**config.mk**
```make
export PLATFORM = sky130hd
export DESIGN_NAME = mem_arbiter_flat
export DESIGN_NICKNAME = d
export VERILOG_FILES = /design/src/rtl/mem_arbiter_pkg.sv /design/src/rtl/mem_arbiter_if.sv /design/src/rtl/mem_arbiter.sv /design/src/flat_wrapper.sv
export SDC_FILE = /design/constraint.sdc
export NUM_CORES = 1
export LEC_CHECK = 0
export ABC_AREA = 0
export CORE_MARGIN = 3
export CORE_UTILIZATION = 30
export CTS_BUF_LIST = sky130_fd_sc_hd__clkbuf_16
export DETAILED_ROUTE_END_ITERATION = 8
export PLACE_DENSITY = 0.55
export SLEW_MARGIN = 20
export SYNTH_ARGS = -nofsm -noshare
export SYNTH_HDL_FRONTEND = slang
export SYNTH_SLANG_ARGS = --single-unit
```
**constraint.sdc**
```tcl
create_clock -name clk -period 3.74 [get_ports clk]
set_input_delay 0.561 -clock clk [delete_from_list [all_inputs] [get_ports clk]]
set_output_delay 0.561 -clock clk [all_outputs]
set_load 0.05 [all_outputs]
```
**src/rtl/mem_arbiter_pkg.sv**
```systemverilog
`default_nettype none
// +----------------------------------------------------------------------+
// | mem_arbiter_pkg : length codes, FSM states and owner codes           |
// | Revision: 1.0                                                        |
// +----------------------------------------------------------------------+
package mem_arbiter_pkg;

  localparam int         c_ram_data_w = 8;

  localparam logic [1:0] c_len_b = 2'b00;
  localparam logic [1:0] c_len_h = 2'b01;
  localparam logic [1:0] c_len_w = 2'b10;

  typedef enum logic [1:0] {
    ARB_IDLE  = 2'd0,
    ARB_READ  = 2'd1,
    ARB_WRITE = 2'd2,
    ARB_DONE  = 2'd3
  } arb_state_t;

  typedef enum logic {
    OWN_IF  = 1'b0,
    OWN_MEM = 1'b1
  } owner_t;

  // The reserved code 2'b11 moves a full word.
  function automatic logic [2:0] len_to_bytes(input logic [1:0] len);
    logic [2:0] n;
    case (len)
      c_len_b: n = 3'd1;
      c_len_h: n = 3'd2;
      c_len_w: n = 3'd4;
      default: n = 3'd4;
    endcase
    return n;
  endfunction

endpackage
`default_nettype wire

```
**src/rtl/mem_arbiter_if.sv**
```systemverilog
`default_nettype none
// +----------------------------------------------------------------------+
// | mem_arbiter_if : IF, MEM and byte-RAM signals of the memory arbiter  |
// | Revision: 1.0                                                        |
// +----------------------------------------------------------------------+
interface mem_arbiter_if #(
  parameter int ADDR_W = 32
);
  import mem_arbiter_pkg::*;

  logic                    if_req_i;
  logic [ADDR_W-1:0]       if_addr_i;
  logic [31:0]             if_data_o;
  logic                    if_done_o;
  logic                    flush_i;
  logic                    mem_req_i;
  logic                    mem_we_i;
  logic [1:0]              mem_len_i;
  logic [ADDR_W-1:0]       mem_addr_i;
  logic [31:0]             mem_wdata_i;
  logic [31:0]             mem_rdata_o;
  logic                    mem_done_o;
  logic [ADDR_W-1:0]       ram_a_o;
  logic [c_ram_data_w-1:0] ram_dout_o;
  logic                    ram_wr_o;
  logic [c_ram_data_w-1:0] ram_din_i;

  modport slave (
    input  if_req_i, if_addr_i, flush_i,
    input  mem_req_i, mem_we_i, mem_len_i, mem_addr_i, mem_wdata_i,
    input  ram_din_i,
    output if_data_o, if_done_o, mem_rdata_o, mem_done_o,
    output ram_a_o, ram_dout_o, ram_wr_o
  );

  modport master (
    output if_req_i, if_addr_i, flush_i,
    output mem_req_i, mem_we_i, mem_len_i, mem_addr_i, mem_wdata_i,
    output ram_din_i,
    input  if_data_o, if_done_o, mem_rdata_o, mem_done_o,
    input  ram_a_o, ram_dout_o, ram_wr_o
  );

endinterface
`default_nettype wire

```
**src/rtl/mem_arbiter.sv**
```systemverilog
`default_nettype none
// +----------------------------------------------------------------------+
// | mem_arbiter : serialises IF fetches and MEM loads/stores onto a      |
// | byte-wide RAM, little-endian, MEM has priority. Revision: 1.0        |
// +----------------------------------------------------------------------+
module mem_arbiter
  import mem_arbiter_pkg::*;
#(
  parameter int ADDR_W = 32
) (
  input  logic          clk,
  input  logic          rst,
  mem_arbiter_if.slave  bus
);

  arb_state_t        r_state,     w_state;
  owner_t            r_owner,     w_owner;
  logic [ADDR_W-1:0] r_addr,      w_addr;
  logic [2:0]        r_nbytes,    w_nbytes;
  logic [31:0]       r_wdata,     w_wdata;
  logic [2:0]        r_cnt,       w_cnt;
  logic [31:0]       r_rbuf,      w_rbuf;
  logic [31:0]       r_if_data,   w_if_data;
  logic              r_if_done,   w_if_done;
  logic [31:0]       r_mem_rdata, w_mem_rdata;
  logic              r_mem_done,  w_mem_done;
  logic [ADDR_W-1:0] r_ram_a,     w_ram_a;
  logic [7:0]        r_ram_dout,  w_ram_dout;
  logic              r_ram_wr,    w_ram_wr;

  logic [2:0]        w_cnt_inc;
  logic [1:0]        w_lane;
  logic [31:0]       w_rbuf_ins;
  logic [ADDR_W-1:0] w_next_addr;
  logic [7:0]        w_wbyte;

  always_comb begin
    w_cnt_inc   = r_cnt + 3'd1;
    // The RAM answers one cycle late, so the byte arriving now belongs to lane r_cnt-1.
    w_lane      = r_cnt[1:0] - 2'd1;
    w_rbuf_ins  = r_rbuf;
    w_rbuf_ins[{w_lane, 3'b000} +: 8] = bus.ram_din_i;
    w_next_addr = r_addr + {{(ADDR_W-3){1'b0}}, w_cnt_inc};
    w_wbyte     = r_wdata[{w_cnt_inc[1:0], 3'b000} +: 8];

    w_state     = r_state;
    w_owner     = r_owner;
    w_addr      = r_addr;
    w_nbytes    = r_nbytes;
    w_wdata     = r_wdata;
    w_cnt       = r_cnt;
    w_rbuf      = r_rbuf;
    w_if_data   = r_if_data;
    w_if_done   = 1'b0;
    w_mem_rdata = r_mem_rdata;
    w_mem_done  = 1'b0;
    w_ram_a     = r_ram_a;
    w_ram_dout  = r_ram_dout;
    w_ram_wr    = 1'b0;

    case (r_state)
      ARB_IDLE: begin
        if (bus.mem_req_i) begin
          w_owner  = OWN_MEM;
          w_addr   = bus.mem_addr_i;
          w_nbytes = len_to_bytes(bus.mem_len_i);
          w_wdata  = bus.mem_wdata_i;
          w_cnt    = 3'd0;
          w_rbuf   = 32'd0;
          w_ram_a  = bus.mem_addr_i;
          if (bus.mem_we_i) begin
            w_ram_dout = bus.mem_wdata_i[7:0];
            w_ram_wr   = 1'b1;
            w_state    = ARB_WRITE;
          end else begin
            w_state    = ARB_READ;
          end
        end else if (bus.if_req_i && !bus.flush_i) begin
          w_owner  = OWN_IF;
          w_addr   = bus.if_addr_i;
          w_nbytes = 3'd4;
          w_cnt    = 3'd0;
          w_rbuf   = 32'd0;
          w_ram_a  = bus.if_addr_i;
          w_state  = ARB_READ;
        end
      end

      ARB_READ: begin
        if (r_owner == OWN_IF && bus.flush_i) begin
          w_state = ARB_IDLE;
        end else begin
          w_cnt = w_cnt_inc;
          if (r_cnt != 3'd0) w_rbuf = w_rbuf_ins;
          if (w_cnt_inc < r_nbytes) w_ram_a = w_next_addr;
          if (r_cnt == r_nbytes) begin
            w_state = ARB_DONE;
            if (r_owner == OWN_IF) begin
              w_if_data  = w_rbuf_ins;
              w_if_done  = 1'b1;
            end else begin
              w_mem_rdata = w_rbuf_ins;
              w_mem_done  = 1'b1;
            end
          end
        end
      end

      ARB_WRITE: begin
        if (w_cnt_inc < r_nbytes) begin
          w_cnt      = w_cnt_inc;
          w_ram_a    = w_next_addr;
          w_ram_dout = w_wbyte;
          w_ram_wr   = 1'b1;
        end else begin
          w_state    = ARB_DONE;
          w_mem_done = 1'b1;
        end
      end

      // Requests are deliberately ignored here so a held request is not re-accepted.
      ARB_DONE: w_state = ARB_IDLE;

      default: w_state = ARB_IDLE;
    endcase
  end

  always_ff @(posedge clk) begin
    if (rst) begin
      r_state     <= ARB_IDLE;
      r_owner     <= OWN_IF;
      r_addr      <= '0;
      r_nbytes    <= 3'd0;
      r_wdata     <= 32'd0;
      r_cnt       <= 3'd0;
      r_rbuf      <= 32'd0;
      r_if_data   <= 32'd0;
      r_if_done   <= 1'b0;
      r_mem_rdata <= 32'd0;
      r_mem_done  <= 1'b0;
      r_ram_a     <= '0;
      r_ram_dout  <= 8'd0;
      r_ram_wr    <= 1'b0;
    end else begin
      r_state     <= w_state;
      r_owner     <= w_owner;
      r_addr      <= w_addr;
      r_nbytes    <= w_nbytes;
      r_wdata     <= w_wdata;
      r_cnt       <= w_cnt;
      r_rbuf      <= w_rbuf;
      r_if_data   <= w_if_data;
      r_if_done   <= w_if_done;
      r_mem_rdata <= w_mem_rdata;
      r_mem_done  <= w_mem_done;
      r_ram_a     <= w_ram_a;
      r_ram_dout  <= w_ram_dout;
      r_ram_wr    <= w_ram_wr;
    end
  end

  assign bus.if_data_o   = r_if_data;
  assign bus.if_done_o   = r_if_done;
  assign bus.mem_rdata_o = r_mem_rdata;
  assign bus.mem_done_o  = r_mem_done;
  assign bus.ram_a_o     = r_ram_a;
  assign bus.ram_dout_o  = r_ram_dout;
  assign bus.ram_wr_o    = r_ram_wr;

endmodule
`default_nettype wire

```
**src/flat_wrapper.sv**
```systemverilog
// flat-port wrapper written by rule: the top's interface ports become plain ports
module mem_arbiter_flat import mem_arbiter_pkg::*;
#(
  parameter int ADDR_W = 32
)
  (clk, rst, bus_if_req_i, bus_if_addr_i, bus_flush_i, bus_mem_req_i, bus_mem_we_i, bus_mem_len_i, bus_mem_addr_i, bus_mem_wdata_i, bus_ram_din_i, bus_if_data_o, bus_if_done_o, bus_mem_rdata_o, bus_mem_done_o, bus_ram_a_o, bus_ram_dout_o, bus_ram_wr_o);
  mem_arbiter_if #(.ADDR_W(ADDR_W)) bus_i ();
  input  logic clk;
  input  logic rst;
  input wire logic [$bits(bus_i.if_req_i)-1:0] bus_if_req_i;
  input wire logic [$bits(bus_i.if_addr_i)-1:0] bus_if_addr_i;
  input wire logic [$bits(bus_i.flush_i)-1:0] bus_flush_i;
  input wire logic [$bits(bus_i.mem_req_i)-1:0] bus_mem_req_i;
  input wire logic [$bits(bus_i.mem_we_i)-1:0] bus_mem_we_i;
  input wire logic [$bits(bus_i.mem_len_i)-1:0] bus_mem_len_i;
  input wire logic [$bits(bus_i.mem_addr_i)-1:0] bus_mem_addr_i;
  input wire logic [$bits(bus_i.mem_wdata_i)-1:0] bus_mem_wdata_i;
  input wire logic [$bits(bus_i.ram_din_i)-1:0] bus_ram_din_i;
  output wire logic [$bits(bus_i.if_data_o)-1:0] bus_if_data_o;
  output wire logic [$bits(bus_i.if_done_o)-1:0] bus_if_done_o;
  output wire logic [$bits(bus_i.mem_rdata_o)-1:0] bus_mem_rdata_o;
  output wire logic [$bits(bus_i.mem_done_o)-1:0] bus_mem_done_o;
  output wire logic [$bits(bus_i.ram_a_o)-1:0] bus_ram_a_o;
  output wire logic [$bits(bus_i.ram_dout_o)-1:0] bus_ram_dout_o;
  output wire logic [$bits(bus_i.ram_wr_o)-1:0] bus_ram_wr_o;
  assign bus_i.if_req_i = bus_if_req_i;
  assign bus_i.if_addr_i = bus_if_addr_i;
  assign bus_i.flush_i = bus_flush_i;
  assign bus_i.mem_req_i = bus_mem_req_i;
  assign bus_i.mem_we_i = bus_mem_we_i;
  assign bus_i.mem_len_i = bus_mem_len_i;
  assign bus_i.mem_addr_i = bus_mem_addr_i;
  assign bus_i.mem_wdata_i = bus_mem_wdata_i;
  assign bus_i.ram_din_i = bus_ram_din_i;
  assign bus_if_data_o = bus_i.if_data_o;
  assign bus_if_done_o = bus_i.if_done_o;
  assign bus_mem_rdata_o = bus_i.mem_rdata_o;
  assign bus_mem_done_o = bus_i.mem_done_o;
  assign bus_ram_a_o = bus_i.ram_a_o;
  assign bus_ram_dout_o = bus_i.ram_dout_o;
  assign bus_ram_wr_o = bus_i.ram_wr_o;
  mem_arbiter #(.ADDR_W(ADDR_W)) u_core (.clk(clk), .rst(rst), .bus(bus_i));
endmodule
```
# == Yosys cells after proc, flatten, opt, wreduce, memory -nomap -nowiden ==
# Index checks and enable logic that the tools add are counted.
# word_totals
elab_cells,101
latch_bits,0
input_bits,112
memories,0
mem_bits_ro,0
out_inout_bits,107
register_bits,212
mem_bits_rw,0
# op_classes
mul,0
bitwise,4
div_mod_pow,0
eq_ne,13
n_lt_le_gt_ge,1
n_shift,3
addsub,4
reduce_logical,20
muxes,42
# op_table
op,n
two-way mux 32 bit,8
one-hot mux 32 bit (3 select lines),1
one-hot mux 32 bit (2 select lines),1
adder 32 x 3 -> 32 bit,1
bitwise mux 32 bit,1
"variable shift 8 x 7 -> 32 bit, first input constant",1
indexed part select 32 x 6 -> 8 bit,1
indexed part select 8 x 7 -> 32 bit,1
two-way mux 8 bit,3
AND reduction 4 bit,5
two-way mux 3 bit,6
one-hot mux 8 bit (2 select lines),1
two-way mux 2 bit,6
two-way mux 1 bit,10
one-hot mux 3 bit (3 select lines),1
"!= test 2 bit, second input constant",4
one-hot mux 2 bit (4 select lines),1
negator 5 -> 7 bit,1
one-hot mux 3 bit (2 select lines),1
AND reduction 3 bit,2
nonzero test 2 bit,3
nonzero test 3 bit,2
"equality test 2 x 1 -> 1 bit, second input constant",2
"equality test 2 bit, second input constant",2
14 further kinds,22

# == Logic depth before layout (Yosys ltp) ==
# depth
depth_word,7
ltp_mapped,10
ltp_nobuf,9

# == Worst setup path after synthesis ==
# No wires, ideal clock.
# synth_timing
path_type,flip-flop to flip-flop
startpoint,reg u_core.r_cnt[0]
endpoint,reg u_core.r_ram_a[24] (netlist: u_core.bus.ram_a_o[24])
required_time_ps,3623
n_path_buf,1
period_less_slack_ps,2703
setup_time_ps,117
stages_incl_launch_ff,11
t_arrival_ps,2586
slack_ps,1037
path_cell_list,dfxtp_1 > inv_1 > ha_1 > inv_1 > fa_1 > nor2b_1 > o21ai_2 > buf_6 > o31ai_1 > nand3_1 > a32o_1
# synth_via
elab_chain_cells,5
elab_cells_between_ends,6
cone_classes,add/sub: 2; order compare: 1; mux: 3
# synth_lines
item,line_no,text
start: declaration,mem_arbiter.sv:21,"logic [2:0] r_cnt, w_cnt;"
start signal: assignment,mem_arbiter.sv:150,r_cnt <= w_cnt;
adder 3 x 1 -> 3 bit *,mem_arbiter.sv:38,w_cnt_inc = r_cnt + 3'd1;
adder 32 x 3 -> 32 bit or < comparator 3 bit (tied branches),"mem_arbiter.sv:43, mem_arbiter.sv:95, mem_arbiter.sv:110",
two-way mux 32 bit *,"mem_arbiter.sv:95, mem_arbiter.sv:110",
two-way mux 32 bit,mem_arbiter.sv:90,if (r_owner == OWN_IF && bus.flush_i) begin
one-hot mux 32 bit (3 select lines) *,mem_arbiter.sv:61,case (r_state)
end signal: assignment,mem_arbiter.sv:156,r_ram_a <= w_ram_a;
end: declaration,mem_arbiter.sv:27,"logic [ADDR_W-1:0] r_ram_a, w_ram_a;"
# Every way passes the cells marked *; elsewhere a longest branch is shown, timed or not. The select of a mux whose other input is x is not followed.
# A chain may end at the register's enable or synchronous reset.

# == Worst setup path after layout ==
# Same ends and word-level chain as after synthesis.

==> metrics.csv <==
metric;value;unit
cts_resized;0;
yosysWarnings;0;
hold_path_depth;2;
pin_count;219;
nNetsFinal;1456;
portBuffers;218;
clockRootBuffer;clkbuf_16;
drt-total-wl;30970;um
avgSynthCellArea;8.641;um2
wl_per_cell;17.33;um
synthToLayoutAreaGrowth;33.59;%
synth_ff_type;dfxtp_1;
ctsLongestPathBuffers;3;
hold_buffers;0;
crit_path_end_kind;register;
antenna_found_initial;0;
async_reset_ff_frac;0;
core;0.03262;mm2
ir_worst_vdd;0.0004083;V
dieArea;0.03534;mm2
tightest_slew;0.9745;ns
worstSetupStartpoint;u_core.r_cnt[0];
setup_violations;0;
status;finished clean;
num_antenna_cells;0;
yosys.cell_types.count;63;
cts_buffers;25;
num_rows;66;
cp_max_fo;16;
cp.required;4.21;ns
clk_latency;0.53;ns
finalClockSkew;0.01125;ns
synth-edff-count;0;
yosys.area.top_type_share;0.4271;
synth_area;0.009937;mm2
synthTopCellsByArea;dfxtp_1 43%, a211oi_1 7.7%, nand2_1 5.7%;
first_iter_violations;540;
synth-seq-area-share;0.4271;
period_minus_slack;3.106;ns
final.setup.tns;0;ns
drc;0;
cap_viol_max_count;0;
drive_gt1_frac;0.07435;
cts_setup_buffers;0;
grt_start_max_net_pins;74;
drt_first_pass_iters;5;
clkTransAtPathRegs;0.06;ns
postSynthCellCount;1150;
hold_violations;0;
relSlewSlack;0.3503;
reg2reg_to;u_core.bus.ram_a_o[24];
crit_type;reg2reg;
synth_top_area_cell;dfxtp_1;
overflow;0;
leakage;4.649;nW
gr-usage-all-layers;0.1698;
cts_max_level;1;
rrSetupSlack;0.63;ns
ys_ff_latch;212;
detail-route-antenna-nets;0;
critPathLaunchType;register;
final_max_slew_viol_count;0;
period_share;0.8304;
dpl_cell_area;0.01248;mm2
r2r_cells;9;
powerDensity;772.5;mW/mm2
synth_nets;1279;
grt_pass1_wl;49170;um
hp-class;reg2reg;
final_area;0.01328;mm2
hpwl;21690;um
endpoint;u_core.bus.ram_a_o[24];
gp_congestion;0.8454;
rr_startpoint;u_core.r_cnt[0];
critPathArrivalTime;3.57;ns
num_vias;9034;
fp.dieW;188;um
clock_sinks;212;
max_freq;0.3220;GHz
final_cell_mix;216 x clkdlybuf4s50_1, 212 x dfxtp_1, 150 x nand2_1;
grt_pass1_vias;8713;
die_h;188;um
mostFrequentLayoutCell;clkdlybuf4s50_1;
cts_tree;built;
rsz0062_at_grt;false;
vias_per_cell;5.055;
start_util;0.3046;
[synth_stat cells (11+ instances only)]
cell / n
nor2b_1: 48
nor3_1: 11
nand3_1: 21
buf_2: 19
clkbuf_1: 54
buf_1: 12
dfxtp_1: 212
nand3b_1: 35
ha_1: 16
a21oi_1: 96
nand2_1: 150
xnor2_1: 11
o21ai_0: 17
a31oi_1: 32
mux2i_1: 38
inv_1: 16
a211oi_1: 102
nor2_1: 120
[cells by family (layout without fill, tap and decap cells)]
group,after synthesis,count (layout),share of synthesized area
buffers and inverters,104,299,0.04357
DFF,212,212,0.4271
AOI/OAI and AO/OA,305,305,0.2018
xor gates and xnor gates,20,20,0.01763
muxes,55,55,0.06661
adders and majority gates,17,17,0.02216
and+or+nand+nor,437,437,0.2211
[metrics by stage]
stage / total power, mW / hold WS (ns) / setup WS, ns / instances / util
2_1_floorplan: 6.348 / 0.4273 / 1.037 / 1150 / -
3_3_place_gp: 7.923 / 0.4330 / 0.7568 / 1742 / 0.3825
3_5_place_dp: 7.945 / 0.4386 / 0.6245 / 1742 / 0.3825
4_1_cts: 10.36 / 0.4463 / 0.6263 / 1787 / 0.4070
5_1_grt: 10.88 / 0.4667 / 0.4020 / 1787 / 0.4070
6_report: 10.26 / 0.4449 / 0.6343 / 1787 / 0.4070
[registers in the layout (all words and copies together), names as in the netlist]
name                    count
u_core.bus.if_data_o       32
u_core.bus.mem_rdata_o     32
u_core.bus.ram_a_o         32
u_core.r_addr              32
u_core.r_rbuf              32
u_core.r_wdata             32
u_core.bus.ram_dout_o       8
u_core.r_cnt                3
u_core.r_nbytes             3
u_core.r_state              2
u_core.bus.if_done_o        1
u_core.bus.mem_done_o       1
u_core.bus.ram_wr_o         1
u_core.r_owner              1
[cell type report]
cell class | count | area, um2
clock inverter | 20 | 172.7
tap | 442 | 553.0
multi-input combinational | 834 | 5266
inverter | 16 | 60.06
timing repair buffer | 238 | 2354
fill | 3269 | 19340
clock buffer | 25 | 625.6
sequential | 212 | 4244
[routing by layer]
layer	global-route usage	vias to the layer above	share of wire
li1	-	4495	-
met1	0.2279	4247	0.45
met2	0.2838	252	0.47
met3	0.02954	40	0.056
met4	0.04271	0	0.022
met5	0	-	0
[worst max-delay path, cell delays in order (launching register included)]
cell and delay (ns):
dfxtp_1 0.45, inv_1 0.15, ha_1 0.42, inv_1 0.12, fa_1 0.43, nor2b_1 0.28
o21ai_2 0.33, or4_1 0.59, nand3_1 0.09, a32o_1 0.17
[worst min path at each step]
stage | to | from
floorplan | u_core.r_rbuf[0] | u_core.r_rbuf[0]
global placement | u_core.r_rbuf[26] | u_core.r_rbuf[26]
detailed placement | u_core.r_rbuf[16] | u_core.r_rbuf[16]
CTS | u_core.r_rbuf[16] | u_core.r_rbuf[16]
global route | u_core.r_rbuf[15] | u_core.r_rbuf[15]
finish | u_core.r_rbuf[10] | u_core.r_rbuf[10]
[where the power goes]
group	internal, mW	switching (mW)	leakage (nW)
registers	2.74	0.374	1.73
clock network	1.42	0.968	0.410
logic	1.59	3.16	2.51
total	5.75	4.51	4.65
Power figures use the tool's default switching activity.
